## config.mk

```make
export PLATFORM = sky130hd
export DESIGN_NAME = rotation_sequencer
export DESIGN_NICKNAME = d
export VERILOG_FILES = /design/src/rtl/rotation_sequencer.sv
export SDC_FILE = /design/constraint.sdc
export NUM_CORES = 1
export LEC_CHECK = 0
export CAP_MARGIN = 20
export CORE_MARGIN = 4
export CORE_UTILIZATION = 59
export CTS_BUF_LIST = sky130_fd_sc_hd__clkbuf_16
export DETAILED_ROUTE_END_ITERATION = 10
export GPL_ROUTABILITY_DRIVEN = 0
export PLACE_DENSITY = 0.84
export SETUP_SLACK_MARGIN = 0.1
export SYNTH_ARGS = -nofsm -noshare
export SYNTH_HDL_FRONTEND = slang
export SYNTH_SLANG_ARGS = --single-unit
```

## constraint.sdc

```tcl
create_clock -name clk -period 2.9 [get_ports clk]
set_clock_uncertainty 0.15 [all_clocks]
set_input_delay 0.725 -clock clk [delete_from_list [all_inputs] [get_ports clk]]
set_output_delay 0.725 -clock clk [all_outputs]
set_load 0.005 [all_outputs]
```

## src/rtl/rotation_sequencer.sv

```systemverilog
// Frame-loop sequencer for the WS2812B strip: alternates pattern generation and
// serial transmission, and advances a rotation offset every FRAMES_PER_STEP frames.
module rotation_sequencer #(
  parameter int NUM_LEDS        = 16,
  parameter int OFFSET_W        = 4,
  parameter int FRAMES_PER_STEP = 4,
  parameter int FRAME_W         = 8
) (
  input  logic                clk,
  input  logic                reset,
  input  logic                enable,
  input  logic                mode,
  input  logic                dir,
  input  logic                genDone,
  input  logic                sendDone,
  output logic                genStart,
  output logic                sendStart,
  output logic [OFFSET_W-1:0] offset,
  output logic                wrapPulse,
  output logic                busy
);

  typedef enum logic [2:0] {
    S_IDLE,
    S_GEN,
    S_WAIT_GEN,
    S_SEND,
    S_WAIT_SEND
  } state_t;

  localparam logic [OFFSET_W-1:0] OFFSET_MAX = OFFSET_W'(NUM_LEDS - 1);
  localparam logic [FRAME_W-1:0]  FRAME_LAST = FRAME_W'(FRAMES_PER_STEP - 1);

  state_t                state;
  state_t                state_next;
  logic [FRAME_W-1:0]    frame_cnt;
  logic                  bounce_down;
  logic                  frame_done;
  logic [OFFSET_W-1:0]   offset_next;
  logic                  wrap_next;
  logic                  down_next;
  logic                  step_down;

  always_ff @(posedge clk or posedge reset) begin
    if (reset) begin
      state       <= S_IDLE;
      offset      <= '0;
      frame_cnt   <= '0;
      bounce_down <= 1'b0;
      wrapPulse   <= 1'b0;
    end else begin
      state     <= state_next;
      wrapPulse <= 1'b0;
      if (frame_done) begin
        if (frame_cnt == FRAME_LAST) begin
          frame_cnt   <= '0;
          offset      <= offset_next;
          wrapPulse   <= wrap_next;
          bounce_down <= down_next;
        end else begin
          frame_cnt <= frame_cnt + 1'b1;
        end
      end
    end
  end

  always_comb begin
    state_next = state;
    genStart   = 1'b0;
    sendStart  = 1'b0;
    frame_done = 1'b0;
    case (state)
      S_IDLE:      if (enable) state_next = S_GEN;
      S_GEN: begin
        genStart   = 1'b1;
        state_next = S_WAIT_GEN;
      end
      S_WAIT_GEN:  if (genDone) state_next = S_SEND;
      S_SEND: begin
        sendStart  = 1'b1;
        state_next = S_WAIT_SEND;
      end
      S_WAIT_SEND: begin
        if (sendDone) begin
          frame_done = 1'b1;
          state_next = enable ? S_GEN : S_IDLE;
        end
      end
      default:     state_next = S_IDLE;
    endcase
  end

  assign busy = (state != S_IDLE);

  // Candidate offset for the next advance; only committed on the last frame of a step.
  always_comb begin
    offset_next = offset;
    wrap_next   = 1'b0;
    down_next   = bounce_down;
    step_down   = 1'b0;
    if (!mode) begin
      if (!dir) begin
        if (offset == OFFSET_MAX) begin
          offset_next = '0;
          wrap_next   = 1'b1;
        end else begin
          offset_next = offset + 1'b1;
        end
      end else begin
        if (offset == '0) begin
          offset_next = OFFSET_MAX;
          wrap_next   = 1'b1;
        end else begin
          offset_next = offset - 1'b1;
        end
      end
    end else begin
      // An end reached while in wrap mode turns the bounce around before stepping.
      step_down = bounce_down;
      if (!bounce_down && offset == OFFSET_MAX) begin
        step_down = 1'b1;
      end else if (bounce_down && offset == '0) begin
        step_down = 1'b0;
      end
      offset_next = step_down ? offset - 1'b1 : offset + 1'b1;
      down_next   = step_down;
      if (!step_down && offset_next == OFFSET_MAX) begin
        down_next = 1'b1;
        wrap_next = 1'b1;
      end else if (step_down && offset_next == '0) begin
        down_next = 1'b0;
        wrap_next = 1'b1;
      end
    end
  end

endmodule

```

==> metrics.csv <==
metric,value,unit
worst hold path class,register to register,
syn_area_per_cell,9.43,um^2
GRT met3 Usage,0.0305,
"critical path, cell by cell",clkdlybuf4s50_1,
Setup TNS,0,ns
Max Root-Sink Buffers,2,
wire per inst,15.9,um
nets,151,
gr busiest metal,met2,
R2R setup slack,0.63,ns
port buffer count,14,
"EDFF count, synth",0,
mapped cell area,1240,um^2
GRT met1 Usage,0.288,
largest family of logic cells by synthesized area,simple AND/OR/NAND/NOR gates,
post-synthesis adder-cell area fraction,0.0392,
worst hold start,state[2],
Max-slew headroom,0.558,
Die X,53.9,um
power per cell area,835,nW/um^2
Die H,53.9,um
fin util,0.723,
crit path kind,register to output pin,
final total power,1.20,mW
Syn-to-layout area delta,15.2,%
minimum clock period,2.43,ns
vias per cell,6.19,
main flop type after synthesis,dfrtp_1,
Clock Latency Late Sink,0.24,ns
Mapped Cells,132,
fin crit share,0.838,
async set-reset flop share out of synthesis,1.00,
Tightest Pin Transition,0.662,ns
Routed Antenna Nets,0,
layout cell share with drive strength beyond 1,0.0857,
unrepaired setup endpoints after global routing,no,
register bit total from synthesis,17,
grt met2 use,0.365,
Max Slew Vio Count,0,
DRC viols,0,
"worst slack, placed",0.307,ns
multiplexer share of the synthesized area,0.0121,
fin worst setup slack,0.468,ns
DP HPWL,1880,um
"Req. time, crit path",2.03,ns
Synth Area in Compound Gates,0.205,
Pleak,0.625,nW
WP buf/inv,1,
multi-input gate area in the final layout,726,um^2
Ant. Diodes,0,
Setup-failing EPs final,0,
"Hold Vio Cnt, Final",0,
Ports,15,
Root Driver,clkbuf_16,
CP max-delay cell,dfrtp_1,
DRT iter0 DRCs,25,
"Reg clk slew, reported paths",0.05,ns
drt pass-1 iters,4,
largest net degree at the start of global routing,19,
CORE AREA,1980,um^2
post-synthesis xor/xnor area fraction,0.0633,
CP max FO,18,
"Net Count, Synth",142,
r2r startpoint,offset[0],
Congestion Overflow GR,0,
first-pass GRT wire length,4640,um
initial antenna violation count,0,
maximum clock rate,0.411,GHz
final wirelength,2660,um
sequential fraction of the synthesis area,0.342,
Vias,1033,
Seq. cell area,425,um^2
setup bufs post-CTS,0,
Startpoint Class,register,
hold_ws,0.378,ns
MaxCap Viol Count,0,
critical path arrival,1.56,ns
Peak VDD IR,596,uV
Overall Global Routing Usage,0.221,
number of global-route vias before repair,953,
critical path's top delay family,flip-flops,
Ys Warns,0,
Synth Area in Simple Gates,0.263,
PostCTS Resize Cnt,0,
Starting Density,0.628,
hold buffer count at CTS,0,
Yosys cell types,56,
fillers,140,
Rows,16,
Worst path max stage delay,0.70,ns
type of destination of the critical path,output pin,
CTS H-tree lvls,1,
TritonCTS clock tree,yes,
CP startpoint,offset[2],
die area,2910,um^2
Sink Count,17,
Inserted Clock Buffers,3,
outcome,"finished, final reports clean",
==> flip-flops by register name, summed over array words and instances (netlist names) <==
name / count
frame_cnt: 8
offset: 4
state: 3
bounce_down: 1
wrapPulse: 1
==> worst paths after layout <==
| check | endpoint | cells past startpoint |
|---|---|---|
| min reg2reg | state[1] | 1 |
| max | offset[2] | 1 |
| min in group asynchronous | offset[0] | 2 |
| max reg2reg | offset[1] | 6 |
| max in group asynchronous | frame_cnt[6] | 2 |
| min | state[1] | 1 |
==> cell type report <==
cell class / instances / share of cell area
inverter: 6 / 0.0157
tap: 27 / 0.0236
clock inverter: 1 / 0.00262
multi-input combinational: 98 / 0.506
clock buffer: 3 / 0.0524
sequential: 17 / 0.297
timing repair buffer: 15 / 0.103
==> Yosys cell counts (3+ instances only) <==
cell type	count	area share
a211oi_1	3	0.018
a21o_1	4	0.024
a21oi_1	6	0.024
buf_2	6	0.024
dfrtp_1	17	0.34
ha_1	3	0.030
inv_1	6	0.018
nand2_1	6	0.018
nand2b_1	4	0.020
nor2_1	7	0.021
nor4b_1	3	0.021
o21ai_0	6	0.024
xnor2_1	6	0.042
xor2_1	3	0.021
==> stage by stage <==
step,instances,area (um^2)
after floorplan,132,1240
after global placement,163,1360
after detailed placement,163,1360
after CTS,167,1430
after global routing,167,1430
final,167,1430
==> report_power, final <==
group	internal [mW]	switching, mW	total (mW)
Combinational	0.272	0.241	0.512
Sequential	0.296	0.123	0.419
Clock	0.183	0.0834	0.266
Total	0.750	0.447	1.20
==> per-layer routing <==
layer  vias up  routed length, um
met5         -                  0
met3         6                 92
met1       507               1100
met2        21               1420
met4         0                 38
li1        499                  -
==> cells in the final DEF, fill, tap and decap left out, types with 2 or more instances in the layout <==
cell             instances
dfrtp_1                 17
clkdlybuf4s50_1         14
nor2_1                   7
inv_1                    7
o21ai_0                  6
nand2_1                  6
xnor2_1                  6
a21oi_1                  6
nand2b_1                 4
a21o_1                   4
xor2_1                   3
nor4b_1                  3
a211oi_1                 3
ha_1                     3
clkbuf_16                3
o22ai_1                  2
nand4_1                  2
nand3_1                  2
and3_1                   2
nor3b_1                  2
o32ai_1                  2
nor2b_1                  2
nand3b_1                 2
o21bai_1                 2
==> kinds of logic (layout without fill, tap and decap cells) <==
family,count (synthesis),in the layout
adders and majority gates,4,4
buffers and inverters,17,25
DFF,17,17
xor gates and xnor gates,9,9
and+or+nand+nor,47,47
muxes,1,1
AOI/OAI and AO/OA,37,37
Power figures use the tool's default switching activity.
